<file path="config.mk">
export PLATFORM = sky130hd
export DESIGN_NAME = elastic_buffer
export DESIGN_NICKNAME = d
export VERILOG_FILES = /design/src/rtl/elastic_buffer.sv
export SDC_FILE = /design/constraint.sdc
export NUM_CORES = 1
export LEC_CHECK = 0
export CAP_MARGIN = 10
export CORE_UTILIZATION = 55
export CTS_CLUSTER_SIZE = 40
export DETAILED_ROUTE_END_ITERATION = 7
export PLACE_DENSITY = 0.73
export SYNTH_ARGS = -nofsm -noshare
export SYNTH_HDL_FRONTEND = slang
export SYNTH_SLANG_ARGS = --single-unit
</file>
<file path="constraint.sdc">
create_clock -name clk -period 7.6 [get_ports clk]
set_input_delay 1.52 -clock clk [delete_from_list [all_inputs] [get_ports clk]]
set_output_delay 1.52 -clock clk [all_outputs]
set_load 0.005 [all_outputs]
</file>
<file path="src/rtl/elastic_buffer.sv">
// Elastic buffer with SKP-ordered-set clock compensation for 8b10b symbol streams.
// Optional feature: define EB_STICKY_ERR_EN to latch overflow/underflow until reset.
module elastic_buffer #(
  parameter int unsigned           DATA_WIDTH   = 10,
  parameter int unsigned           BUFFER_DEPTH = 16,
  parameter logic [DATA_WIDTH-1:0] SKP_SYMBOL   = 10'h0F4
) (
  input  logic                  clk,
  input  logic                  rst_n,
  input  logic                  wr_en,
  input  logic                  rd_en,
  input  logic                  buffer_mode,
  input  logic [DATA_WIDTH-1:0] data_in,
  output logic [DATA_WIDTH-1:0] data_out,
  output logic                  overflow,
  output logic                  underflow,
  output logic                  skp_added,
  output logic                  skp_removed
);

  localparam int unsigned PtrW = $clog2(BUFFER_DEPTH);
  localparam int unsigned CntW = PtrW + 1;

  localparam logic [CntW-1:0] DepthCnt = CntW'(BUFFER_DEPTH);
  localparam logic [CntW-1:0] HighNom  = CntW'(BUFFER_DEPTH / 2 + 2);
  localparam logic [CntW-1:0] LowNom   = CntW'(BUFFER_DEPTH / 2 - 2);
  localparam logic [CntW-1:0] HighEmp  = CntW'(4);
  localparam logic [CntW-1:0] LowEmp   = CntW'(1);

  if (BUFFER_DEPTH < 8 || (BUFFER_DEPTH & (BUFFER_DEPTH - 1)) != 0) begin : gen_bad_depth
    $error("BUFFER_DEPTH must be a power of two and at least 8");
  end

  logic [DATA_WIDTH-1:0] mem_q [BUFFER_DEPTH];
  logic [PtrW-1:0]       wr_ptr_q, wr_ptr_d;
  logic [PtrW-1:0]       rd_ptr_q, rd_ptr_d;
  logic [CntW-1:0]       cnt_q, cnt_d;
  logic [DATA_WIDTH-1:0] data_out_q, data_out_d;
  logic                  overflow_q, overflow_d;
  logic                  underflow_q, underflow_d;
  logic                  skp_added_q, skp_added_d;
  logic                  skp_removed_q, skp_removed_d;

  logic [CntW-1:0]       thr_high, thr_low;
  logic [DATA_WIDTH-1:0] head;
  logic                  head_skp, in_skp;
  logic                  rd_ok, rd_hold, rd_adv;
  logic                  skp_drop, wr_store, ovf_evt, unf_evt;

  // Both running disparities of the SKP code group are recognised.
  assign head     = mem_q[rd_ptr_q];
  assign head_skp = (head == SKP_SYMBOL) || (head == ~SKP_SYMBOL);
  assign in_skp   = (data_in == SKP_SYMBOL) || (data_in == ~SKP_SYMBOL);

  always_comb begin
    thr_high = HighNom;
    thr_low  = LowNom;
    if (buffer_mode) begin
      thr_high = HighEmp;
      thr_low  = LowEmp;
    end
  end

  always_comb begin
    rd_ok    = rd_en && (cnt_q != '0);
    unf_evt  = rd_en && (cnt_q == '0);
    rd_hold  = rd_ok && head_skp && (cnt_q <= thr_low);
    rd_adv   = rd_ok && !rd_hold;
    skp_drop = wr_en && in_skp && (cnt_q >= thr_high);
    // A full buffer still accepts a write when the same-cycle read frees a slot.
    wr_store = wr_en && !skp_drop && ((cnt_q != DepthCnt) || rd_adv);
    ovf_evt  = wr_en && !skp_drop && !wr_store;
  end

  always_comb begin
    wr_ptr_d   = wr_ptr_q;
    rd_ptr_d   = rd_ptr_q;
    cnt_d      = cnt_q;
    data_out_d = data_out_q;
    if (wr_store) begin
      wr_ptr_d = wr_ptr_q + PtrW'(1);
    end
    if (rd_adv) begin
      rd_ptr_d = rd_ptr_q + PtrW'(1);
    end
    if (rd_ok) begin
      data_out_d = head;
    end
    if (wr_store && !rd_adv) begin
      cnt_d = cnt_q + CntW'(1);
    end else if (!wr_store && rd_adv) begin
      cnt_d = cnt_q - CntW'(1);
    end
  end

  always_comb begin
    skp_added_d   = rd_hold;
    skp_removed_d = skp_drop;
`ifdef EB_STICKY_ERR_EN
    overflow_d    = overflow_q || ovf_evt;
    underflow_d   = underflow_q || unf_evt;
`else
    overflow_d    = ovf_evt;
    underflow_d   = unf_evt;
`endif
  end

  // Storage is deliberately left unreset; the pointers define what is valid.
  always_ff @(posedge clk) begin
    if (wr_store) begin
      mem_q[wr_ptr_q] <= data_in;
    end
  end

  always_ff @(posedge clk or negedge rst_n) begin
    if (!rst_n) begin
      wr_ptr_q      <= '0;
      rd_ptr_q      <= '0;
      cnt_q         <= '0;
      data_out_q    <= '0;
      overflow_q    <= 1'b0;
      underflow_q   <= 1'b0;
      skp_added_q   <= 1'b0;
      skp_removed_q <= 1'b0;
    end else begin
      wr_ptr_q      <= wr_ptr_d;
      rd_ptr_q      <= rd_ptr_d;
      cnt_q         <= cnt_d;
      data_out_q    <= data_out_d;
      overflow_q    <= overflow_d;
      underflow_q   <= underflow_d;
      skp_added_q   <= skp_added_d;
      skp_removed_q <= skp_removed_d;
    end
  end

  assign data_out    = data_out_q;
  assign overflow    = overflow_q;
  assign underflow   = underflow_q;
  assign skp_added   = skp_added_q;
  assign skp_removed = skp_removed_q;

endmodule

</file>
==> results.tsv, run 1 <==
metric	value	unit
post-CTS sizing	0	
mapped cell area	7730	µm²
Syn Inst Count	409	
Final period util	66.3	%
sequential share of power	43.4	%
Lkg Pwr	0.00301	µW
critical path type	in2reg	
Die Wd	121	µm
final wirelength	14.5	mm
synth warn	0	
Post-synth EDFFs	160	
Area Overhead vs Synth	13.8	%
final core utilization	65.4	%
ys flop type	edfxtp_1	
Distinct cells, synth	49	
sw frac	30.3	%
Fin Setup TNS	0	ps
Switch Pwr	972	µW
sequential share of the synthesized area	70.9	%
I/O Pins	29	
ANT nets after route	0	
post-synthesis async set-or-reset flop share	14.4	%
Hold Vio Cnt, Final	0	
Slew HR	21.6	%
syn avg cell area	18.9	µm²
post-synthesis register bit count	187	
CTS buffer count	17	
setup bufs post-CTS	0	
Synth Area in Adders	2.69	%
startpoint types	primary input	
Worst-Margin Slew	1170	ps
Initial Utilization	57.4	%
port bufs	28	
detailed placer's ending HPWL	9.58	mm
fraction of layout cells with a size suffix above 1	22.0	%
Syn Nets	440	
combinational share of power	30.6	%
P_int	2240	µW
Synth Area in Compound Gates	2.87	%
Initial DRT Pass Iterations	5	
antenna violations before repair	0	
PD cells	365	nW/µm²
Worst EP required	7910	ps
DR vias	3893	
Multi-input gate area	2080	µm²
nets@finish	488	
Sequential Area	5480	µm²
placement row count	42	
# DRC	0	
Hold Buf Count CTS	0	
vias in the first global route	4026	
root buffer cell	clkbuf_16	
Worst EP arrival	5350	ps
FMAX	198	MHz
ANT cells	0	
worst min-delay path class	reg2reg	
post-DR wirelength/cell	22.5	µm
Simple-Gate Fraction of Synth Area	5.51	%
core area	13500	µm²
height of the die	121	µm
pin count of the biggest net entering global routing	43	
mux cell area share after synthesis	14.6	%
CTS sink cnt	187	
vias per cell	6.04	
Final Critical Period	5040	ps
xor-xnor portion of the synthesized cell area	1.25	%
htree depth	4	
gr ovfl total	0	
all-layer global routing usage	22.3	%
die area	14500	µm²
final estimated routing congestion in global placement	0.798	
CTS tree	yes	
Max-Cap Viols	0	
Skew-Pair Late Insertion Delay	430	ps
RSZ-0062 raised after global routing	false	
Clk pwr share	26.1	%
Clock Path Buffers	2	
Finish-stage setup viols	0	
first-pass GRT wire length	22.8	mm
Max Fanout on Critical Path	18	
Setup crit end kind	flop	
largest family of logic cells by synthesized area	multiplexers	
worst vdd ir	0.185	mV
DR iter-0 viols	449	
status	complete, no violations	
fill cell count	943	
CTS clk-pin slew, worst paths	60	ps
Worst Skew	9.74	ps
Pins Over Slew Limit	0	
[path summary, 6_finish.rpt]
check,startpoint,endpoint,slack (ps),depth (start not counted)
max in group asynchronous,rst_n,rd_ptr_q[0]$_DFFE_PN0P_,5860,2
min in group asynchronous,rst_n,skp_removed$_DFF_PN0_,1470,2
min reg2reg,data_out[7]$_DFFE_PN0P_,data_out[7]$_DFFE_PN0P_,480,2
max,data_in[0],cnt_q[4]$_DFFE_PN0P_,2560,14
max reg2reg,rd_ptr_q[0]$_DFFE_PN0P_,cnt_q[4]$_DFFE_PN0P_,2750,16
min,data_out[7]$_DFFE_PN0P_,data_out[7]$_DFFE_PN0P_,480,2
[power groups by stage]
stage / sequential, µW / clock [µW] / combinational, µW
final: 1390 / 837 / 980
after global routing: 1410 / 884 / 1080
after floorplan: 1340 / 0 / 788
after global placement: 1410 / 0 / 964
after detailed placement: 1410 / 0 / 982
after CTS: 1390 / 847 / 990
[Yosys cell counts, types with 2 or more instances]
library cell | instances | area (µm²)
a21o_1 | 2 | 15.0
a21oi_1 | 5 | 25.0
a22o_1 | 5 | 43.8
a22oi_1 | 4 | 30.0
buf_1 | 2 | 7.51
buf_12 | 2 | 40.0
buf_2 | 6 | 30.0
buf_4 | 2 | 15.0
buf_6 | 3 | 33.8
clkbuf_1 | 3 | 11.3
dfrtp_1 | 27 | 676
edfxtp_1 | 160 | 4800
ha_1 | 15 | 188
inv_1 | 8 | 30.0
mux2_2 | 9 | 101
mux2i_1 | 10 | 100
mux4_1 | 3 | 78.8
mux4_2 | 37 | 833
nand2_1 | 20 | 75.1
nand2b_1 | 3 | 18.8
nand3_1 | 3 | 15.0
nand4_1 | 3 | 18.8
nand4b_1 | 3 | 26.3
nor2_1 | 17 | 63.8
nor2_2 | 2 | 12.5
nor2b_1 | 3 | 18.8
nor3_1 | 4 | 20.0
nor3b_1 | 2 | 15.0
nor4_1 | 3 | 18.8
nor4bb_1 | 4 | 40.0
o21ai_0 | 12 | 60.1
xnor2_1 | 8 | 70.1
xor2_1 | 3 | 26.3
[layout make-up]
type                            count  share of cell area [%]
Inverter                            8                   0.342
Timing Repair Buffer               47                    4.81
Tap cell                          176                    2.50
Multi-Input combinational cell    196                    23.7
Sequential cell                   187                    62.3
Clock buffer                       18                    4.88
Clock inverter                     13                    1.47
[worst max-delay path, cell delays in order]
cell and delay, ps:
clkdlybuf4s50_1 720, or4b_2 820, nor4_1 300, o21ai_0 200, a21oi_1 260, nor3b_2 160
ha_1 240, inv_1 140, ha_1 290, a21o_1 190, a21oi_1 160, xnor2_1 130
nor2_1 60, xor2_1 140
[flip-flops by register name, indices dropped and copies added, names as in the netlist]
signal	cells
mem_q	160
data_out	10
cnt_q	5
rd_ptr_q	4
wr_ptr_q	4
overflow	1
skp_added	1
skp_removed	1
underflow	1
[logic make-up (layout without fill, tap and decap cells)]
kind of cell	after synthesis	after routing
mux	60	60
fa+ha+maj	16	16
compound gates	34	34
flops	187	187
xor+xnor	11	11
simple gates	75	75
buf+inv	26	86
[layer usage]
metal	track usage (%)	part of all wire (%)	vias to the layer above
met5	0	0	-
met3	5.00	5.4	32
met4	11.2	2.6	0
met2	34.1	49	120
li1	-	-	1727
met1	30.6	43	2014
[per-stage QoR]
step	total power (µW)	instances	hold WS (ps)	area (µm²)	setup slack [ps]
detailed placement	2400	614	470	8230	2110
floorplan	2130	409	473	7730	3430
global route	3370	645	517	8790	2310
global placement	2370	614	461	8230	2380
finish	3210	645	481	8790	2560
CTS	3230	645	484	8790	2570
[placed cells by master, fill, tap and decap left out, types with 2 or more instances in the layout]
master / instances
a21o_1: 2
a21oi_1: 5
a22o_1: 5
a22oi_1: 4
buf_4: 19
bufinv_16: 2
clkbuf_16: 17
clkdlybuf4s50_1: 28
clkinv_2: 4
clkinvlp_4: 6
dfrtp_1: 26
edfxtp_1: 160
ha_1: 15
inv_1: 8
mux2_2: 9
mux2i_1: 10
mux4_1: 3
mux4_2: 37
nand2_1: 20
nand2b_1: 3
nand3_1: 3
nand4_1: 3
nand4b_1: 3
nor2_1: 17
nor2_2: 2
nor2b_1: 3
nor3_1: 4
nor3b_1: 2
nor4_1: 3
nor4bb_1: 4
o21ai_0: 12
xnor2_1: 8
xor2_1: 3
Power figures use the tool's default switching activity.
==> run 2, diff against run 1 <==
==> constraint.sdc (replaced) <==
create_clock -name clk -period 5 [get_ports clk]
set_input_delay 1 -clock clk [delete_from_list [all_inputs] [get_ports clk]]
set_output_delay 1 -clock clk [all_outputs]
set_load 0.005 [all_outputs]
==> run 2 against run 1 <==
Compared with the run above: wire length is 5.7% higher; count of clock-buffer cells in the layout shrank 1; hold slack got worse by 1.8 ps; design area up 2.6%; combinational power is 62% higher; sequential power grew 53%; global-route usage grew 0.95 points; via count increased by 2.0%; clock power grew 59%; non-clock buffer count increased by 25; clock skew down 1.2 ps; largest power group unchanged; highest routed layer unchanged.
==> results.tsv, run 2 (same netlist as run 1, synthesis figures left out) <==
metric	value	unit
delay-heaviest family, CP	multiplexers	
Most flops, register	mem_q	
most frequent cells in the layout	edfxtp_1, buf_4, mux4_2, clkdlybuf4s50_1, dfrtp_1	
Initial Utilization	57.4	%
core area	13500	µm²
Worst-Margin Slew	777	ps
vias in the first global route	4050	
vias per cell	5.92	
Buf/Inv on CP	3	
Worst EP required	5300	ps
critical path type	reg2reg	
Setup crit end kind	flop	
Final period util	87.3	%
Switch Pwr	1560	µW
Hold Vio Cnt, Final	0	
die area	14500	µm²
Clock Path Buffers	2	
Hold Crit Endpoint	data_out[6]$_DFFE_PN0P_	
Die Wd	121	µm
Critical R2R Launch	rd_ptr_q[2]$_DFFE_PN0P_	
final estimated routing congestion in global placement	0.821	
Clk pwr share	26.3	%
first-pass GRT wire length	23.5	mm
Fin Setup TNS	0	ps
fin area	9020	µm²
Initial DRT Pass Iterations	5	
final hold slack	479	ps
Max Fanout on Critical Path	15	
Pins Over Slew Limit	0	
DR iter-0 viols	438	
most common cell after layout, fill and taps aside	edfxtp_1	
Skew-Pair Late Insertion Delay	430	ps
max FFs per register	160	
worst vdd ir	0.307	mV
all-layer global routing usage	23.3	%
Worst R2R Path Depth	16	
post-DR wirelength/cell	22.9	µm
sw frac	30.9	%
root buffer cell	clkbuf_16	
post-placement cell area	8430	µm²
Finish-stage setup viols	0	
slowest CP cell	dfrtp_1	
placement row count	42	
post-CTS sizing	0	
sequential share of power	42.1	%
# DRC	0	
hold depth	2	
fraction of layout cells with a size suffix above 1	26.5	%
startpoint types	flop	
Slew HR	48.2	%
I/O Pins	29	
Worst EP arrival	4670	ps
FMAX	229	MHz
detailed placer's ending HPWL	10.4	mm
Worst Skew	8.57	ps
final core utilization	67.1	%
P_int	3480	µW
nets@finish	513	
ANT nets after route	0	
port bufs	28	
Area Overhead vs Synth	16.8	%
height of the die	121	µm
Lkg Pwr	0.00316	µW
final wirelength	15.3	mm
gr ovfl total	0	
RSZ-0062 raised after global routing	false	
PD cells	559	nW/µm²
Setup Slack @ Placement	417	ps
crit path cell chain	buf_4 > mux4_2 > mux2i_1 > nor4bb_1 > mux2i_1 > nor4_2 > nor3b_4 > inv_1 > ha_1 > inv_1 > fa_1 > a21o_1 > a21oi_1 > xnor2_1 > nor2_1 > xor2_1	
ANT cells	0	
Max-Cap Viols	0	
CTS sink cnt	187	
CTS buffer count	17	
reg-to-reg setup timing slack	630	ps
crit-path max cell delay	850	ps
Final Critical Period	4370	ps
Hold Buf Count CTS	0	
worst min-delay path class	reg2reg	
status	complete, no violations	
pin count of the biggest net entering global routing	28	
R2R Path End	cnt_q[4]$_DFFE_PN0P_	
htree depth	4	
hold wc startpoint	data_out[6]$_DFFE_PN0P_	
setup bufs post-CTS	0	
CTS tree	yes	
CTS clk-pin slew, worst paths	70	ps
fin worst setup slack	633	ps
combinational share of power	31.6	%
antenna violations before repair	0	
DR vias	3970	
==> run 2: cell count changes in the layout (fill, tap and decap cells not counted), moves of 2 or more <==
cell / previous run / this run
inv_6: 0 / 3
buf_4: 19 / 43
clkinvlp_4: 6 / 4
inv_8: 0 / 2
==> run 2: power by group through the flow <==
stage / Combinational (µW) / Clock (µW) / Sequential [µW]
2_1_floorplan: 1200 / 0 / 2030
3_5_place_dp: 1590 / 0 / 2160
5_1_grt: 1720 / 1400 / 2150
6_report: 1590 / 1330 / 2120
4_1_cts: 1600 / 1350 / 2130
3_3_place_gp: 1550 / 0 / 2140
==> run 2: cell type report <==
| type | count | area [µm²] |
|---|---|---|
| Clock buffer | 17 | 425 |
| Clock inverter | 15 | 163 |
| Fill cell | 917 | 4430 |
| Inverter | 8 | 30.0 |
| Multi-Input combinational cell | 196 | 2080 |
| Sequential cell | 187 | 5480 |
| Tap cell | 176 | 220 |
| Timing Repair Buffer | 72 | 623 |
==> run 2: layer usage <==
layer / GRT usage (%) / up-vias / wire length (µm)
met5: 0 / - / 0
met4: 10.4 / 0 / 388
met3: 4.58 / 28 / 964
met2: 35.9 / 151 / 7510
met1: 32.5 / 2009 / 6470
li1: - / 1782 / -
==> run 2: worst max-delay path by stage <==
stage | cells past startpoint | to | startpoint | slack (ps)
2_1_floorplan | 17 | cnt_q[4]$_DFFE_PN0P_ | buffer_mode | 1350
6_report | 16 | cnt_q[4]$_DFFE_PN0P_ | rd_ptr_q[2]$_DFFE_PN0P_ | 630
4_1_cts | 16 | cnt_q[4]$_DFFE_PN0P_ | rd_ptr_q[2]$_DFFE_PN0P_ | 580
3_5_place_dp | 16 | cnt_q[4]$_DFFE_PN0P_ | buffer_mode | 420
3_3_place_gp | 16 | cnt_q[4]$_DFFE_PN0P_ | buffer_mode | 540
5_1_grt | 16 | cnt_q[4]$_DFFE_PN0P_ | rd_ptr_q[2]$_DFFE_PN0P_ | 380
==> run 2: per-stage QoR <==
stage / total power (µW) / cells
finish: 5040 / 671
global route: 5270 / 671
CTS: 5080 / 671
detailed placement: 3750 / 639
global placement: 3700 / 639
floorplan: 3230 / 409
==> run 2: tightest hold or removal path: stages (launching register included) <==
cell and delay, ps:
dfrtp_1 340, nand2_1 40, o21ai_0 60
==> run 3, diff against run 2 <==
--- a/config.mk
+++ b/config.mk
@@ -9,7 +9,9 @@
 export CORE_UTILIZATION = 55
 export CTS_CLUSTER_SIZE = 40
 export DETAILED_ROUTE_END_ITERATION = 7
+export MAX_ROUTING_LAYER = met4
 export PLACE_DENSITY = 0.73
 export SYNTH_ARGS = -nofsm -noshare
 export SYNTH_HDL_FRONTEND = slang
 export SYNTH_SLANG_ARGS = --single-unit
+export TNS_END_PERCENT = 5
==> run 3 against run 2 <==
Compared with the run above: sequential power about the same; count of clock-buffer cells in the layout unchanged; core utilization unchanged; setup slack improved by 10 ps; critical endpoint unchanged; highest routed layer unchanged.
==> results.tsv, run 3 (same netlist as run 1, synthesis figures left out) <==
metric	value	unit
Initial DRT Pass Iterations	5	
all-layer global routing usage	24.0	%
Worst EP arrival	4660	ps
critical path type	reg2reg	
Final period util	87.1	%
PD cells	559	nW/µm²
worst vdd ir	0.307	mV
Setup Slack @ Placement	417	ps
sw frac	30.9	%
setup bufs post-CTS	0	
Worst R2R Path Depth	16	
fin worst setup slack	643	ps
RSZ-0062 raised after global routing	false	
Worst Skew	7.77	ps
R2R Path End	cnt_q[4]$_DFFE_PN0P_	
final wirelength	15.3	mm
Multi-input gate area	2080	µm²
FMAX	229	MHz
Most flops, register	mem_q	
DR vias	4025	
Finish-stage setup viols	0	
final estimated routing congestion in global placement	0.833	
max FFs per register	160	
most frequent cells in the layout	edfxtp_1, buf_4, mux4_2, clkdlybuf4s50_1, dfrtp_1	
post-DR wirelength/cell	22.8	µm
antenna violations before repair	0	
Max Fanout on Critical Path	15	
Die Wd	121	µm
ANT nets after route	0	
worst min-delay path class	reg2reg	
nets@finish	513	
Setup crit end kind	flop	
detailed placer's ending HPWL	10.4	mm
Skew-Pair Late Insertion Delay	420	ps
CTS tree	yes	
crit path cell chain	buf_4 > mux4_2 > mux2i_1 > nor4bb_1 > mux2i_1 > nor4_2 > nor3b_4 > inv_1 > ha_1 > inv_1 > fa_1 > a21o_1 > a21oi_1 > xnor2_1 > nor2_1 > xor2_1	
startpoint types	flop	
reg-to-reg setup timing slack	640	ps
gr ovfl total	0	
vias per cell	6.00	
fill cell count	917	
CTS sink cnt	187	
Clk pwr share	26.3	%
height of the die	121	µm
Clock Path Buffers	2	
pin count of the biggest net entering global routing	28	
CTS clk-pin slew, worst paths	70	ps
Lkg Pwr	0.00316	µW
CTS buffer count	17	
Hold Vio Cnt, Final	0	
ANT cells	0	
htree depth	4	
placement row count	42	
Worst-Margin Slew	772	ps
Pins Over Slew Limit	0	
post-CTS sizing	0	
status	complete, no violations	
Fin Setup TNS	0	ps
DR iter-0 viols	454	
slowest CP cell	dfrtp_1	
Final Critical Period	4360	ps
Non-Filler Instances	671	
first-pass GRT wire length	23.5	mm
Initial Utilization	57.4	%
core area	13500	µm²
Hold Buf Count CTS	0	
P_int	3480	µW
Switch Pwr	1560	µW
vias in the first global route	4042	
I/O Pins	29	
Buf/Inv on CP	3	
Placed Instances	639	
delay-heaviest family, CP	multiplexers	
Design Power	5040	µW
Sequential Area	5480	µm²
Max-Cap Viols	0	
Worst EP required	5300	ps
final core utilization	67.1	%
hold depth	2	
Critical R2R Launch	rd_ptr_q[2]$_DFFE_PN0P_	
Slew HR	48.5	%
fraction of layout cells with a size suffix above 1	26.5	%
combinational share of power	31.6	%
port bufs	28	
crit-path max cell delay	840	ps
Hold Crit Endpoint	data_out[6]$_DFFE_PN0P_	
# DRC	0	
sequential share of power	42.1	%
Area Overhead vs Synth	16.8	%
die area	14500	µm²
root buffer cell	clkbuf_16	
hold wc startpoint	data_out[6]$_DFFE_PN0P_	
most common cell after layout, fill and taps aside	edfxtp_1	
[run 3: layout make-up]
class | count | area share (%)
Clock inverter | 15 | 1.80
Timing Repair Buffer | 72 | 6.91
Clock buffer | 17 | 4.72
Multi-Input combinational cell | 196 | 23.0
Tap cell | 176 | 2.44
Sequential cell | 187 | 60.8
Inverter | 8 | 0.333
[run 3: how the worst max path moves through the flow]
stage | from | to | cells past startpoint
final | rd_ptr_q[2]$_DFFE_PN0P_ | cnt_q[4]$_DFFE_PN0P_ | 16
after CTS | rd_ptr_q[2]$_DFFE_PN0P_ | cnt_q[4]$_DFFE_PN0P_ | 16
after floorplan | buffer_mode | cnt_q[4]$_DFFE_PN0P_ | 17
after global placement | buffer_mode | cnt_q[4]$_DFFE_PN0P_ | 16
after detailed placement | buffer_mode | cnt_q[4]$_DFFE_PN0P_ | 16
after global routing | rd_ptr_q[2]$_DFFE_PN0P_ | cnt_q[4]$_DFFE_PN0P_ | 16
[run 3: power by group through the flow]
stage,Combinational (µW),Sequential (µW),Clock (µW)
2_1_floorplan,1200,2030,0
3_3_place_gp,1550,2140,0
3_5_place_dp,1590,2160,0
5_1_grt,1720,2150,1400
6_report,1590,2120,1330
4_1_cts,1600,2130,1350
[run 3: layer usage]
metal | global-route usage [%] | vias up | share of wire, %
met5 | - | - | 0
met1 | 32.3 | 2043 | 42
met4 | 9.95 | 0 | 2.6
met2 | 36.1 | 166 | 49
li1 | - | 1780 | -
met3 | 5.00 | 36 | 6.1
[run 3: worst register-to-register path: cells and delay by family (launching register included)]
family / cells / cell delay, ps
muxes: 3 / 950
DFF: 1 / 840
and+or+nand+nor: 4 / 730
adders and majority gates: 2 / 600
buffers and inverters: 3 / 500
AOI/OAI and AO/OA: 2 / 330
xor gates and xnor gates: 2 / 280
[run 3: through the flow]
step                hold slack [ps]  instance area (µm²)
finish                          480                 9020
global route                    519                 9020
CTS                             484                 9020
detailed placement              469                 8430
global placement                464                 8430
floorplan                       473                 7730
==> patch, RTL diff (config.mk and constraints of run 2) <==
Make the reset (`rst_n`) synchronous in one clocked block.
--- a/src/rtl/elastic_buffer.sv
+++ b/src/rtl/elastic_buffer.sv
@@ -114,3 +114,3 @@
 
-  always_ff @(posedge clk or negedge rst_n) begin
+  always_ff @(posedge clk) begin
     if (!rst_n) begin
Behaviour: differs if rst_n is asserted again (counterexample within 4 cycles, from zero or initial values and one cycle with rst_n low); with rst_n held inactive, the same outputs for 4 cycles.
==> patch against run 2 <==
  * Non-clock buffer count fell by 10
  * Synthesized area rose by 1.4%
  * Critical path depth rose by 2
  * Setup slack got worse by 370 ps
  * Largest cell class unchanged
  * Sequential cell count rose by 4
  * Wire length rose by 7.4%
  * Sequential share of layout area fell by 0.94 points
  * Total power fell by 18%
  * Design area rose by 0.55%
  * Highest routed layer unchanged
==> patch: results <==
worst_setup_path:
  max_stage_delay_ps: 530
  crit_family: "compound AO/OA/AOI/OAI gates"
  cpMaxStageDelayCell: "or4_1"
  cp_max_fo: 4
grt:
  grt.total_usage_pct: 24.3
  antenna_found_initial: 0
  grt_max_degree: 26
  grt_pass1_wl_um: 25100
pwr:
  max-vdd-ir-drop_uv: 438
  power_leakage_nw: 3.02
synthesis:
  synthArstFlopShare_pct: 0
  synth.area.top_cells: "edfxtp_1, mux4_2, dfxtp_1"
  synth_edf_count: 160
  yosysUniqueCellTypes: 53
  syn_nets: 505
  synthTopCellsByCount: "edfxtp_1, nand2_1, dfxtp_1, nor2_1, mux4_2"
  ys_seq_area_share_pct: 69.2
placement:
  place_congestion: 0.864
  dpl.hpwl_um: 11000
  pre_cts_ws_ps: -155
  io_buffers: 28
clocking:
  clk_latency_ps: 430
  cts-htree-levels: 4
  cts_made_buffers: 17
min_path:
  hold_class: "flip-flop to flip-flop"
timing:
  skew_ps: 8.96
  maxSlewHeadroom_pct: 18.6
status:
  status: "complete, no violations"
layout:
  fin_nets: 565
  drive_gt1_share_pct: 18.1
  largest-register: "mem_q"
drt:
  wl_um: 16500
  drt_iter0_drc: 406
  vias: 4405
==> patch: changes by cell type after synthesis, sizes merged, moves of 4 or more <==
cell,change
nand2,+17
dfrtp,-27
nand3,+12
o21ai,-6
clkbuf,+6
a21oi,+12
nor4bb,-4
dfxtp,+31
nor2,+12
a22o,-5
mux2,-8
xnor2,-5
==> patch: logic make-up (layout without fill, tap and decap cells) <==
group	after synthesis	count (layout)	synth area share [%]
adder cells (fa/ha/maj)	16	16	2.65
AO/OA/AOI/OAI	49	49	4.18
buffers and inverters	31	104	2.03
AND/OR/NAND/NOR	128	128	8.17
XOR/XNOR	7	7	0.782
flip-flops	191	191	69.2
multiplexers	52	52	13.0
==> patch: power by group <==
group          switching, W  internal (W)
Combinational      0.000479      0.000439
Clock              0.000548      0.000769
Sequential        0.0000678       0.00181
Total               0.00109       0.00302
==> patch: stage by stage <==
stage	utilization (%)	power (W)	instance area (sq um)	cells
5_1_grt	65.4	0.00428	9070	727
3_3_place_gp	61.1	0.00279	8480	694
3_5_place_dp	61.1	0.00282	8480	694
6_report	65.4	0.00411	9070	727
4_1_cts	65.3	0.00412	9060	726
2_1_floorplan	-	0.00251	7840	474
==> patch: worst paths after layout <==
check	cells past startpoint	slack [ps]	to	start
worst max-delay path	18	260	cnt_q[4]	buffer_mode
worst min-delay path	2	460	data_out[7]	data_out[7]
worst max register to register	16	430	cnt_q[4]	flip-flop
worst min register to register	2	460	data_out[7]	data_out[7]
==> patch: layout make-up <==
type | count | area [sq um]
clock inverter | 5 | 53.8
fill | 925 | 4810
multi-input combinational | 252 | 2250
tap | 180 | 225
clock buffer | 27 | 524
inverter | 10 | 37.5
timing repair buffer | 62 | 552
sequential | 191 | 5430
==> patch: routing by layer <==
metal / up-vias / share of wire [%] / track usage, %
met1: 2235 / 41 / 31.6
met3: 22 / 7.1 / 6.53
met5: - / 0 / 0
met4: 0 / 1.6 / 8.72
li1: 1979 / - / -
met2: 169 / 50 / 39.2
==> patch: tightest hold or removal path, delay by kind of cell, from the launching register on <==
kind	cells	cell delay [ps]
and+or+nand+nor	1	50
AOI/OAI and AO/OA	1	50
DFF	1	310
